$ cat config.mk
export PLATFORM = sky130hd
export DESIGN_NAME = alu_arbiter
export DESIGN_NICKNAME = d
export VERILOG_FILES = /design/src/rtl/alu_pkg.sv /design/src/rtl/alu.sv /design/src/rtl/alu_arbiter.sv
export SDC_FILE = /design/constraint.sdc
export NUM_CORES = 1
export LEC_CHECK = 0
export BUFFER_PORTS_ARGS = -buffer_cell sky130_fd_sc_hd__buf_4
export CORE_UTILIZATION = 57
export DETAILED_ROUTE_END_ITERATION = 7
export GPL_ROUTABILITY_DRIVEN = 0
export GPL_TIMING_DRIVEN = 0
export PLACE_DENSITY = 0.91
export SETUP_SLACK_MARGIN = 0.5
export SYNTH_ARGS = -nofsm -noshare
export SYNTH_HDL_FRONTEND = slang
export SYNTH_SLANG_ARGS = --single-unit
export TNS_END_PERCENT = 100
$ cat constraint.sdc
create_clock -name clk -period 4.2 [get_ports clk]
set_input_delay 0.84 -clock clk [delete_from_list [all_inputs] [get_ports clk]]
set_output_delay 0.84 -clock clk [all_outputs]
set_load 0.005 [all_outputs]
$ cat src/rtl/alu_pkg.sv
// Shared ALU definitions: ALUControl encodings and the arbiter FSM state type.
package alu_pkg;

  localparam logic [2:0] ALU_OP_AND = 3'b000;
  localparam logic [2:0] ALU_OP_OR  = 3'b001;
  localparam logic [2:0] ALU_OP_ADD = 3'b010;
  localparam logic [2:0] ALU_OP_SUB = 3'b110;
  localparam logic [2:0] ALU_OP_SLT = 3'b111;

  typedef enum logic [1:0] {
    IDLE = 2'd0,
    EXEC = 2'd1,
    RESP = 2'd2
  } arb_state_e;

endpackage

$ cat src/rtl/alu.sv
// Combinational single-cycle ALU (AND/OR/ADD/SUB/signed SLT) with Zero flag.
module alu
  import alu_pkg::*;
#(
  parameter int WIDTH = 32
) (
  input  logic [WIDTH-1:0] S1,
  input  logic [WIDTH-1:0] S2,
  input  logic [2:0]       ALUControl,
  output logic [WIDTH-1:0] ALUResult,
  output logic             Zero
);

  always_comb begin
    // NOTE: default assignment first so every path drives ALUResult; no latch is inferred.
    ALUResult = '0;
    case (ALUControl)
      ALU_OP_AND: ALUResult = S1 & S2;
      ALU_OP_OR:  ALUResult = S1 | S2;
      ALU_OP_ADD: ALUResult = S1 + S2;
      ALU_OP_SUB: ALUResult = S1 - S2;
      ALU_OP_SLT: ALUResult = {{(WIDTH-1){1'b0}}, ($signed(S1) < $signed(S2))};
      default:    ALUResult = '0;
    endcase
  end

  assign Zero = (ALUResult == '0);

endmodule

$ cat src/rtl/alu_arbiter.sv
// Two-requester round-robin front end sharing one ALU: IDLE accepts, EXEC computes,
// RESP holds the registered result until the granted requester consumes it.
module alu_arbiter
  import alu_pkg::*;
#(
  parameter int WIDTH = 32
) (
  input  logic             clk,
  input  logic             reset_n,
  input  logic             req0_valid,
  output logic             req0_ready,
  input  logic [WIDTH-1:0] req0_s1,
  input  logic [WIDTH-1:0] req0_s2,
  input  logic [2:0]       req0_op,
  input  logic             req1_valid,
  output logic             req1_ready,
  input  logic [WIDTH-1:0] req1_s1,
  input  logic [WIDTH-1:0] req1_s2,
  input  logic [2:0]       req1_op,
  output logic             rsp0_valid,
  input  logic             rsp0_ready,
  output logic             rsp1_valid,
  input  logic             rsp1_ready,
  output logic [WIDTH-1:0] rsp_result,
  output logic             rsp_zero,
  output logic             busy,
  output logic [15:0]      op_count
);

  arb_state_e       state_q, state_d;
  logic [WIDTH-1:0] s1_q, s2_q, result_q, alu_result;
  logic [2:0]       op_q;
  logic             gnt_q, last_q, zero_q, alu_zero;
  logic [15:0]      count_q;
  logic             accept, accept_idx, rsp_fire;

  // On a tie the requester that did not win the previous accept is served.
  assign req0_ready = (state_q == IDLE) && req0_valid && (!req1_valid || last_q);
  assign req1_ready = (state_q == IDLE) && req1_valid && (!req0_valid || !last_q);
  assign accept     = req0_ready || req1_ready;
  assign accept_idx = req1_ready;

  assign rsp0_valid = (state_q == RESP) && !gnt_q;
  assign rsp1_valid = (state_q == RESP) && gnt_q;
  assign rsp_fire   = (rsp0_valid && rsp0_ready) || (rsp1_valid && rsp1_ready);

  always_comb begin
    state_d = state_q;
    case (state_q)
      IDLE:    if (accept) state_d = EXEC;
      EXEC:    state_d = RESP;
      RESP:    if (rsp_fire) state_d = IDLE;
      default: state_d = IDLE;
    endcase
  end

  // NOTE: sequential state uses non-blocking assignments so every register samples pre-edge values.
  always_ff @(posedge clk or negedge reset_n) begin
    if (!reset_n) begin
      state_q  <= IDLE;
      gnt_q    <= 1'b0;
      last_q   <= 1'b1;
      result_q <= '0;
      zero_q   <= 1'b0;
      count_q  <= '0;
    end else begin
      state_q <= state_d;
      if (accept) begin
        gnt_q  <= accept_idx;
        last_q <= accept_idx;
      end
      if (state_q == EXEC) begin
        result_q <= alu_result;
        zero_q   <= alu_zero;
      end
      if (rsp_fire) count_q <= count_q + 16'd1;
    end
  end

  // NOTE: operand registers carry no reset; they are always loaded on accept before EXEC reads them.
  always_ff @(posedge clk) begin
    if (accept) begin
      s1_q <= accept_idx ? req1_s1 : req0_s1;
      s2_q <= accept_idx ? req1_s2 : req0_s2;
      op_q <= accept_idx ? req1_op : req0_op;
    end
  end

  alu #(.WIDTH(WIDTH)) u_alu (
    .S1        (s1_q),
    .S2        (s2_q),
    .ALUControl(op_q),
    .ALUResult (alu_result),
    .Zero      (alu_zero)
  );

  assign rsp_result = result_q;
  assign rsp_zero   = zero_q;
  assign busy       = (state_q != IDLE);
  assign op_count   = count_q;

endmodule

## After elaboration in Yosys (flattened, before gate mapping)

Cells that the tools add are included.

| storage, ports and cells | value |
|---|---|
| flip-flop bits (word level) | 120 |
| bits in latches | 0 |
| bits in writable memories | 0 |
| bits in read-only memories | 0 |
| input port bits | 140 |
| output and inout port bits | 54 |
| word-level logic and storage cells | 51 |
| memories | 0 |

| cells by class | value |
|---|---|
| add/sub/neg operators | 3 |
| $mul | 0 |
| divide/modulo/power cells | 0 |
| magnitude comparators | 1 |
| equal/unequal tests | 8 |
| shift operators | 0 |
| mux-type cells | 7 |
| bitwise logic cells | 2 |
| reductions and logical operators | 21 |

Operators with widths:

| kind | number |
|---|---|
| $pmux W32 S5 | 1 |
| $mux W32 | 2 |
| $add A32 B32 Y32 | 1 |
| $and A32 B32 Y32 | 1 |
| $logic_not A32 Y1 | 1 |
| $lt A32 B32 Y1 | 1 |
| $or A32 B32 Y32 | 1 |
| $sub A32 B32 Y32 | 1 |
| $add A16 B1 Y16 const B | 1 |
| $logic_and A1 B1 Y1 | 8 |
| $eq A3 B3 Y1 const B | 2 |
| $pmux W2 S3 | 1 |
| $logic_not A1 Y1 | 4 |
| $logic_or A1 B1 Y1 | 4 |
| $mux W2 | 2 |
| $ne A2 B2 Y1 const B | 2 |
| $eq A3 B1 Y1 const B | 1 |
| $eq A3 B2 Y1 const B | 1 |
| $logic_not A3 Y1 | 1 |
| $mux W3 | 1 |
| $eq A2 B1 Y1 const B | 1 |
| $eq A2 B2 Y1 const B | 1 |
| $logic_not A2 Y1 | 1 |
| $reduce_and A2 Y1 | 1 |
| $reduce_bool A2 Y1 | 1 |

## Depth between registers and ports, before layout

Gate-level depths: netlist of the first run.

| logic depth | value |
|---|---|
| word-level depth | 6 |
| depth in mapped cells | 15 |
| mapped depth without buffers | 15 |

## Modules after synthesis

Synthesis of the first run repeated with hierarchy kept, for this count alone.

| second synthesis, totals | value |
|---|---|
| cells, all modules | 1,098 |
| area total of the unflattened synthesis | 10,352.4 µm² |

By module, submodules not included:

| module | times used | cells each | area each (µm²) | seq. area each (µm²) |
|---|---|---|---|---|
| alu | 1 | 795 | 5,338.9 | 0.0 |
| alu_arbiter | 1 | 303 | 5,013.6 | 3,339.5 |

## Worst setup path after synthesis of the first run

No wires, ideal clock.

| path | value |
|---|---|
| kind | input -> register |
| from | input req0_valid |
| to | register op_q[0] (enable) |
| library setup time | 0.713 ns |
| arrival time | 2.533 ns |
| required time | 3.487 ns |
| path slack | 0.953 ns |
| stages | 4 |
| buffers on the path | 1 |
| path through | nand2_1 nand3_1 clkbuf_1 nand2_1 |

| on the way | value |
|---|---|
| cells in the longest elaborated chain, start to end | 4 |
| elaborated cells between the ends (all ways) | 6 |
| classes of those cells | reduce/logical: 6 |

RTL lines:

| what | RTL line | text |
|---|---|---|
| from (decl) | alu_arbiter.sv:10 | `input logic req0_valid,` |
| $logic_not A1 Y1 | alu_arbiter.sv:39 | `assign req1_ready = (state_q == IDLE) && req1_valid && (!req0_valid \|\| !last_q);` |
| $logic_or A1 B1 Y1 | alu_arbiter.sv:39 |  |
| $logic_and A1 B1 Y1 | alu_arbiter.sv:39 |  |
| $logic_or A1 B1 Y1 (*) | alu_arbiter.sv:40 | `assign accept = req0_ready \|\| req1_ready;` |
| net accept | alu_arbiter.sv:35 | `logic accept, accept_idx, rsp_fire;` |
| to (signal assigned) | alu_arbiter.sv:85 | `op_q <= accept_idx ? req1_op : req0_op;` |
| to (decl) | alu_arbiter.sv:32 | `logic [2:0] op_q;` |

Mark *: on every way through the listed nets, which the timed path passes. The rest lies on a longest branch.
A chain may end at the register's enable or synchronous reset.

## Worst setup path after layout of the first run

| path | value |
|---|---|
| from | register s2_q[10] |
| to | register zero_q, in the netlist rsp_zero |

| on the way | value |
|---|---|
| cells in the longest elaborated chain, start to end | 3 |
| elaborated cells between the ends (all ways) | 7 |
| classes of those cells | add/sub: 2; order compare: 1; mux: 1; bitwise: 2; reduce/logical: 1 |

RTL lines:

| what | RTL line | text |
|---|---|---|
| from (decl) | alu_arbiter.sv:31 | `logic [WIDTH-1:0] s1_q, s2_q, result_q, alu_result;` |
| from (signal assigned) | alu_arbiter.sv:84 | `s2_q <= accept_idx ? req1_s2 : req0_s2;` |
| $sub A32 B32 Y32 (tied with other cells) | alu.sv:21 | `ALU_OP_SUB: ALUResult = S1 - S2;` |
| $pmux W32 S5 (*) | alu.sv:17 | `case (ALUControl)` |
| $logic_not A32 Y1 (*) | alu.sv:27 | `assign Zero = (ALUResult == '0);` |
| to (signal assigned) | alu_arbiter.sv:74 | `zero_q <= alu_zero;` |
| to (decl) | alu_arbiter.sv:33 | `logic gnt_q, last_q, zero_q, alu_zero;` |

Mark *: on every way between the ends. The rest lies on a longest branch, timed or not.

==> qor.csv, run 1 <==
stage;metric;value;unit
yosys;#FFs+latches synth;120;
grt;first-pass GRT wire length;49.18;mm
yosys;ys async rst share;44.17;%
pwr;Worst VDD drop;0.4259;mV
yosys;Post-synth EDFFs;67;
yosys;predominant post-synthesis flop cell;edfxtp_1;
final_layout;commonest non-fill, non-tap cell in the layout;nand2_1;
yosys;Seq/Total Area, Yosys;32.68;%
sta;Slew @ Worst Pin;0.8760;ns
detailed_routing;vias per inst;6.185;
die;# IOs;194;
clock_network;Hold-fix buffers, CTS;0;
critical_path;crit start category;flip-flop;
yosys;synthesized area;10220;sq um
sta;crit path time final;3.806;ns
placed_design;DP Worst Slack;0.2139;ns
die;Die H;135.9;um
final_layout;commonest cells after routing, fill and taps aside;nand2_1 (295), buf_4 (203), ha_1 (96);
yosys;post-synth cell types;90;
die;core area;17420;sq um
final_layout;fin util;74.15;%
grt;initial antenna violation count;0;
sta;Fin Setup TNS;0;ns
sta;Fmax;0.2628;GHz
yosys;Yosys warning count;0;
detailed_routing;First-pass DRT Iterations;8;
critical_path;CP Class;reg2reg;
pwr;Switching Share;49.75;%
final_layout;final net count;1716;
final_layout;Final Cell Area;12910;sq um
pwr;cell internal pwr;5.516;mW
detailed_routing;Post-Route WL;31.96;mm
placed_design;DP Wirelength;23.44;mm
sta;Fin. Hold Viols;0;
clock_network;total CTS buffers;17;
placed_design;PortBufs;193;
die;die area;18460;sq um
clock_network;clk sinks;120;
pwr;Psw;5.462;mW
clock_network;clock buffer depth;2;
final_layout;share of layout cells above drive strength 1;23.25;%
critical_path;CP Capture Type;flip-flop;
placed_design;DP Area;11960;sq um
die;Rows;48;
grt;number of global-route vias before repair;9874;
grt;met1 Use GR;41.94;%
clock_network;clk_lat worst skew;0.44;ns
critical_path;reg2reg start;s2_q[10]$_DFFE_PP_;
sta;RSZ-0062 raised after global routing;false;
critical_path;critical path, cell by cell;inv_1 > ha_4 > a21oi_1 > o31ai_1 > or4b_4 > o2111a_2 > o41ai_2 > xnor2_1 > o221ai_1 > nand4bb_1 > nor4_4 > a41o_1;
critical_path;crit path launch;s2_q[10]$_DFFE_PP_;
grt;largest net degree at the start of global routing;68;
critical_path;CP Data Arrival Time;4.18;ns
critical_path;CP required;4.57;ns
sta;min setup slack post-route;0.3943;ns
critical_path;CP max stage delay;0.54;ns
detailed_routing;routed len/inst;18.66;um
clock_network;H-tree levels;4;
detailed_routing;vias;10600;
sta;clk_skew;0.008203;ns
yosys;Avg Synthesized Cell Area;8.148;sq um
pwr;pwr dens;850.1;nW/um^2
clock_network;CTS tree;done;
die;initial core utilization;58.66;%
yosys;Syn Nets;1495;
grt;M2 GR Usage;54.08;%
yosys;Mapped Cells;1254;
final_layout;Layout area overhead;26.39;%
grt;GRT Residual Overflow;0;
pwr;Comb pwr share;66.6;%
detailed_routing;drt drc;144;
sta;final critical-path share of the clock period;90.61;%
grt;met3 Track Usage GR;11.30;%
worst_hold_path;Hold/Removal Path Class;in2async;
grt;grt peak-use layer;met2;
sta;Setup Viol. Count Final;0;
clock_network;clock root buffer;clkbuf_16;
final_layout;diode count;0;
detailed_routing;DRT iter0 DRCs;1673;
detailed_routing;Routed Antenna Nets;0;
sta;worst rel slew slack;41.60;%
grt;GRT Total Usage;34.50;%
critical_path;worst-path maximum fanout;5;
die;Die W;135.9;um
outcome;status;complete, but fails checks;
critical_path;kind of cell adding the most delay to the critical path;compound AO/OA/AOI/OAI gates;
critical_path;Slowest-stage cell, CP;o31ai_1;
critical_path;CP bufs+invs;1;
pwr;clock share of power;13.9;%
outcome;failing checks;design-rule violations;
sta;Final Slew Violations;0;
pwr;P_leak;6.023;nW
clock_network;Worst-path clk slew;0.05;ns
pwr;share of power burned in registers;19.5;%
job;max-cap viol count;0;
synthesized netlist by cell type (7+ instances only):
| cell | n | share of area, % |
|---|---|---|
| edfxtp_1 | 67 | 20 |
| ha_1 | 99 | 12 |
| inv_1 | 95 | 3.5 |
| o21bai_1 | 11 | 0.81 |
| dfrtp_1 | 52 | 13 |
| nor2b_1 | 9 | 0.55 |
| clkbuf_8 | 13 | 1.8 |
| nor3_1 | 20 | 0.98 |
| o31ai_1 | 10 | 0.73 |
| a21o_1 | 7 | 0.51 |
| a221oi_1 | 8 | 0.69 |
| nand3_1 | 20 | 0.98 |
| nand2_1 | 297 | 11 |
| nor4_1 | 12 | 0.73 |
| a31oi_1 | 8 | 0.49 |
| a21oi_1 | 85 | 4.2 |
| o21ai_0 | 63 | 3.1 |
| o21a_1 | 9 | 0.66 |
| clkbuf_1 | 36 | 1.3 |
| nor2_1 | 86 | 3.2 |
| a211oi_1 | 17 | 1.2 |
| nand2b_1 | 11 | 0.67 |
| o211ai_1 | 10 | 0.73 |
| xnor2_1 | 34 | 2.9 |
| nand4_1 | 14 | 0.86 |
| xor2_1 | 10 | 0.86 |
| a211o_1 | 7 | 0.60 |
worst register-to-register path: cells and delay by family, from the launching register on:
kind                     cells  cell delay, ns
adder cells (fa/ha/maj)      1            0.32
flip-flops                   1            0.37
buffers and inverters        1            0.11
AND/OR/NAND/NOR              3            1.11
AO/OA/AOI/OAI                6            1.66
XOR/XNOR                     1            0.16
cell families (layout without fill, tap and decap cells):
logic type | after synthesis | in the layout | share of synthesized area [%]
simple gates | 503 | 503 | 21.38
compound gates | 312 | 312 | 20.89
buf+inv | 167 | 401 | 8.033
flops | 120 | 120 | 32.68
fa+ha+maj | 101 | 101 | 12.52
xor+xnor | 44 | 44 | 3.772
mux | 7 | 7 | 0.7225
state kept, by name (all words and copies together), names as in the netlist:
| register | count |
|---|---|
| op_count | 16 |
| op_q | 3 |
| s1_q | 32 |
| rsp_result | 32 |
| last_q | 1 |
| s2_q | 32 |
| gnt_q | 1 |
| state_q | 2 |
| rsp_zero | 1 |
area by class of cell:
class                           instances  area [sq um]
Fill cell                            1218          4503
Buffer                                 65         440.4
Timing Repair Buffer                  202          1520
Multi-Input combinational cell        967          6321
Sequential cell                       120          3339
Clock buffer                           20         489.2
Clock inverter                         12         133.9
Tap cell                              225         281.5
Inverter                              102         387.9
metal layers:
layer | wire length [um] | up-vias
li1 | - | 4804
met1 | 12050 | 4722
met2 | 13860 | 801
met3 | 3920 | 268
met4 | 2120 | 0
met5 | 0 | -
timing repair:
action                     CTS  global route
resized for setup            6            59
pin swaps                    6            18
setup buffers                3             6
setup endpoints to repair    4             4
path summary, 6_finish.rpt:
kind / cells after the start / end / slack (ns)
max: 12 / rsp_zero$_DFFE_PN0N_ / 0.39
min: 1 / op_count[11]$_DFFE_PN0P_ / 0.43
max reg2reg: 12 / rsp_zero$_DFFE_PN0N_ / 0.39
min reg2reg: 1 / op_count[15]$_DFFE_PN0P_ / 0.49
max in group asynchronous: 1 / op_count[5]$_DFFE_PN0P_ / 3.32
min in group clk: 1 / op_count[15]$_DFFE_PN0P_ / 0.49
through the flow:
| step | power [mW] | hold slack, ns | cells |
|---|---|---|---|
| floorplan | 6.737 | 0.4435 | 1254 |
| global placement | 8.409 | 0.4556 | 1672 |
| detailed placement | 8.599 | 0.4725 | 1672 |
| CTS | 10.23 | 0.4525 | 1707 |
| global route | 11.53 | 0.4898 | 1713 |
| finish | 10.98 | 0.4274 | 1713 |
power groups by stage:
stage	Clock [mW]	Sequential (mW)	Combinational, mW
2_1_floorplan	0	2.08	4.66
3_3_place_gp	0	2.13	6.28
3_5_place_dp	0	2.14	6.45
4_1_cts	1.53	2.13	6.57
5_1_grt	1.57	2.19	7.77
6_report	1.53	2.14	7.31
Note: power is estimated with default switching activity, not from simulation.
==> run 2, diff against run 1 <==
--- a/config.mk
+++ b/config.mk
@@ -5,12 +5,13 @@
 export SDC_FILE = /design/constraint.sdc
 export NUM_CORES = 1
 export LEC_CHECK = 0
-export BUFFER_PORTS_ARGS = -buffer_cell sky130_fd_sc_hd__buf_4
-export CORE_UTILIZATION = 57
+export CORE_UTILIZATION = 66
 export DETAILED_ROUTE_END_ITERATION = 7
+export DONT_BUFFER_PORTS = 1
 export GPL_ROUTABILITY_DRIVEN = 0
 export GPL_TIMING_DRIVEN = 0
 export PLACE_DENSITY = 0.91
+export RECOVER_POWER = 100
 export SETUP_SLACK_MARGIN = 0.5
 export SYNTH_ARGS = -nofsm -noshare
 export SYNTH_HDL_FRONTEND = slang
==> qor.csv, run 2 (synthesized netlist as in run 1, its figures left out) <==
stage;metric;value;unit;change
outcome;status;complete, but fails checks;;
outcome;failing checks;design-rule violations, max-capacitance violations, max-slew violations;;
critical_path;reg2reg end;rsp_zero$_DFFE_PN0N_;;
critical_path;CP Capture Type;flip-flop;;
clock_network;clk_lat worst skew;0.43;ns;about the same
sta;final critical-path share of the clock period;92.98;%;+2.4 points
die;# IOs;194;;unchanged
detailed_routing;vias per inst;6.565;;+6.1%
clock_network;clock root buffer;clkbuf_16;;
grt;GRT Total Usage;36.22;%;+1.7 points
clock_network;H-tree levels;4;;unchanged
detailed_routing;Routed Antenna Nets;0;;unchanged
sta;RSZ-0062 raised after global routing;false;;
die;core area;15150;sq um;-13%
clock_network;Worst-path clk slew;0.06;ns;about the same
critical_path;CP required;4.56;ns;about the same
critical_path;worst-path maximum fanout;3;;-2
sta;Slew @ Worst Pin;1.542;ns;+0.6655 ns
die;Rows;45;;-6.3%
sta;Fmax;0.2561;GHz;-2.5%
placed_design;DP Worst Slack;0.3023;ns;+0.08846 ns
die;die area;15980;sq um;-13%
critical_path;crit path launch;s1_q[0]$_DFFE_PP_;;
placed_design;DP Wirelength;21.70;mm;-7.4%
pwr;cell internal pwr;4.989;mW;-9.5%
final_layout;Fill cells;1089;;-11%
critical_path;critical path endpoint;rsp_zero$_DFFE_PN0N_;;
final_layout;final net count;1520;;-11%
detailed_routing;routed len/inst;19.63;um;+5.2%
sta;Setup Viol. Count Final;0;;unchanged
final_layout;commonest non-fill, non-tap cell in the layout;nand2_1;;
pwr;Switching Share;50.92;%;+1.2 points
pwr;share of power burned in registers;21.5;%;+2.0 points
sta;crit path time final;3.905;ns;+0.09930 ns
final_layout;diode count;0;;unchanged
critical_path;CP Class;reg2reg;;
sta;Fin Setup TNS;0;ns;unchanged
grt;first-pass GRT wire length;45.05;mm;-8.4%
clock_network;Hold-fix buffers, CTS;0;;unchanged
critical_path;crit start category;flip-flop;;
grt;initial antenna violation count;0;;unchanged
final_layout;share of layout cells above drive strength 1;8.591;%;-15 points
critical_path;CP Data Arrival Time;4.27;ns;+0.09 ns
detailed_routing;vias;9716;;-8.3%
pwr;Comb pwr share;64.8;%;-1.8 points
placed_design;PortBufs;0;;-100%
clock_network;CTS tree;done;;
final_layout;Layout area overhead;8.951;%;
detailed_routing;First-pass DRT Iterations;8;;unchanged
final_layout;commonest cells after routing, fill and taps aside;nand2_1 (296), ha_1 (99), inv_1 (96);;
grt;GRT Residual Overflow;0;;unchanged
sta;clk_skew;0.007215;ns;-0.0009886 ns
final_layout;fin util;73.50;%;-0.65 points
sta;Fin. Hold Viols;0;;unchanged
clock_network;clock buffer depth;2;;unchanged
pwr;Psw;5.177;mW;-5.2%
clock_network;total CTS buffers;17;;unchanged
detailed_routing;DRT iter0 DRCs;1422;;-15%
sta;Final Slew Violations;68;;+68
pwr;Pwr Total;10.17;mW;-7.4%
placed_design;DP Area;10460;sq um;-13%
pwr;pwr dens;913.3;nW/um^2;+7.4%
detailed_routing;drt drc;65;;-55%
die;Die W;126.4;um;-7.0%
clock_network;clk sinks;120;;unchanged
pwr;Worst VDD drop;0.5369;mV;+26%
grt;largest net degree at the start of global routing;68;;unchanged
final_layout;fin cells;1480;;-14%
worst_hold_path;Hold/Removal Path Class;in2async;;
sta;min setup slack post-route;0.2950;ns;-0.09930 ns
grt;number of global-route vias before repair;8943;;-9.4%
placed_design;dpl cells;1442;;-14%
job;max-cap viol count;1;;+1
sta;worst rel slew slack;-2.767;%;-44 points
critical_path;flop2flop setup slack;0.29;ns;-0.10 ns
pwr;clock share of power;13.6;%;-0.3 points
critical_path;reg2reg start;s1_q[0]$_DFFE_PP_;;
critical_path;R2R cell count;17;;+5
detailed_routing;Post-Route WL;29.06;mm;-9.1%
die;Die H;126.4;um;-7.0%
die;initial core utilization;67.46;%;+8.8 points
sta;Fin Hold WS;0.1051;ns;-0.3223 ns
final_layout;Final Cell Area;11130;sq um;-14%
pwr;P_leak;4.978;nW;-17%
==> run 2: routing by layer <==
layer,track usage [%],routed length [um],up-vias
li1,-,-,4412
met1,45.38,11120,4396
met2,56.22,12530,742
met3,12.48,4085,166
met4,17.08,1319,0
met5,0,0,-
==> run 2: what timing repair did <==
item,CTS,global route
resized for setup,4,27
endpoints found under the hold margin,0,0
endpoints found under the setup margin,3,3
pin swaps,1,11
setup buffers,1,5
==> run 2: cell type report <==
| type | instances | area [sq um] | share of cell area [%] |
|---|---|---|---|
| Clock buffer | 20 | 479.2 | 4.305 |
| Clock inverter | 12 | 83.83 | 0.7531 |
| Timing Repair Buffer | 6 | 45.04 | 0.4046 |
| Tap cell | 188 | 235.2 | 2.113 |
| Multi-Input combinational cell | 967 | 6136 | 55.12 |
| Sequential cell | 120 | 3339 | 30.00 |
| Inverter | 102 | 387.9 | 3.484 |
| Buffer | 65 | 425.4 | 3.822 |
==> run 2: worst min path at each step <==
| stage | to |
|---|---|
| after floorplan | last_q$_DFFE_PN1P_ |
| after global placement | last_q$_DFFE_PN1P_ |
| after detailed placement | last_q$_DFFE_PN1P_ |
| after CTS | op_count[2]$_DFFE_PN0P_ |
| after global routing | op_count[2]$_DFFE_PN0P_ |
| final | op_count[2]$_DFFE_PN0P_ |
==> run 2: critical path: stages (launching register included) <==
cell and delay (ns):
edfxtp_1 0.42, inv_1 0.11, ha_1 0.18, inv_1 0.06
fa_2 0.34, nor2b_4 0.15, o311ai_4 0.27, buf_4 0.19
a211oi_2 0.07, a211oi_1 0.56, buf_4 0.22, nor2_1 0.03
a31oi_1 0.18, xnor2_1 0.19, o221a_2 0.23, nand4bb_1 0.12
nor4_2 0.32, a41o_1 0.20
==> run 2: power groups by stage <==
stage          Clock, mW  Combinational, mW  Sequential [mW]
2_1_floorplan          0               4.66             2.08
3_3_place_gp           0               5.91             2.17
3_5_place_dp           0               6.08             2.19
4_1_cts             1.39               6.16             2.17
5_1_grt             1.45               7.03             2.24
6_report            1.39               6.59             2.19
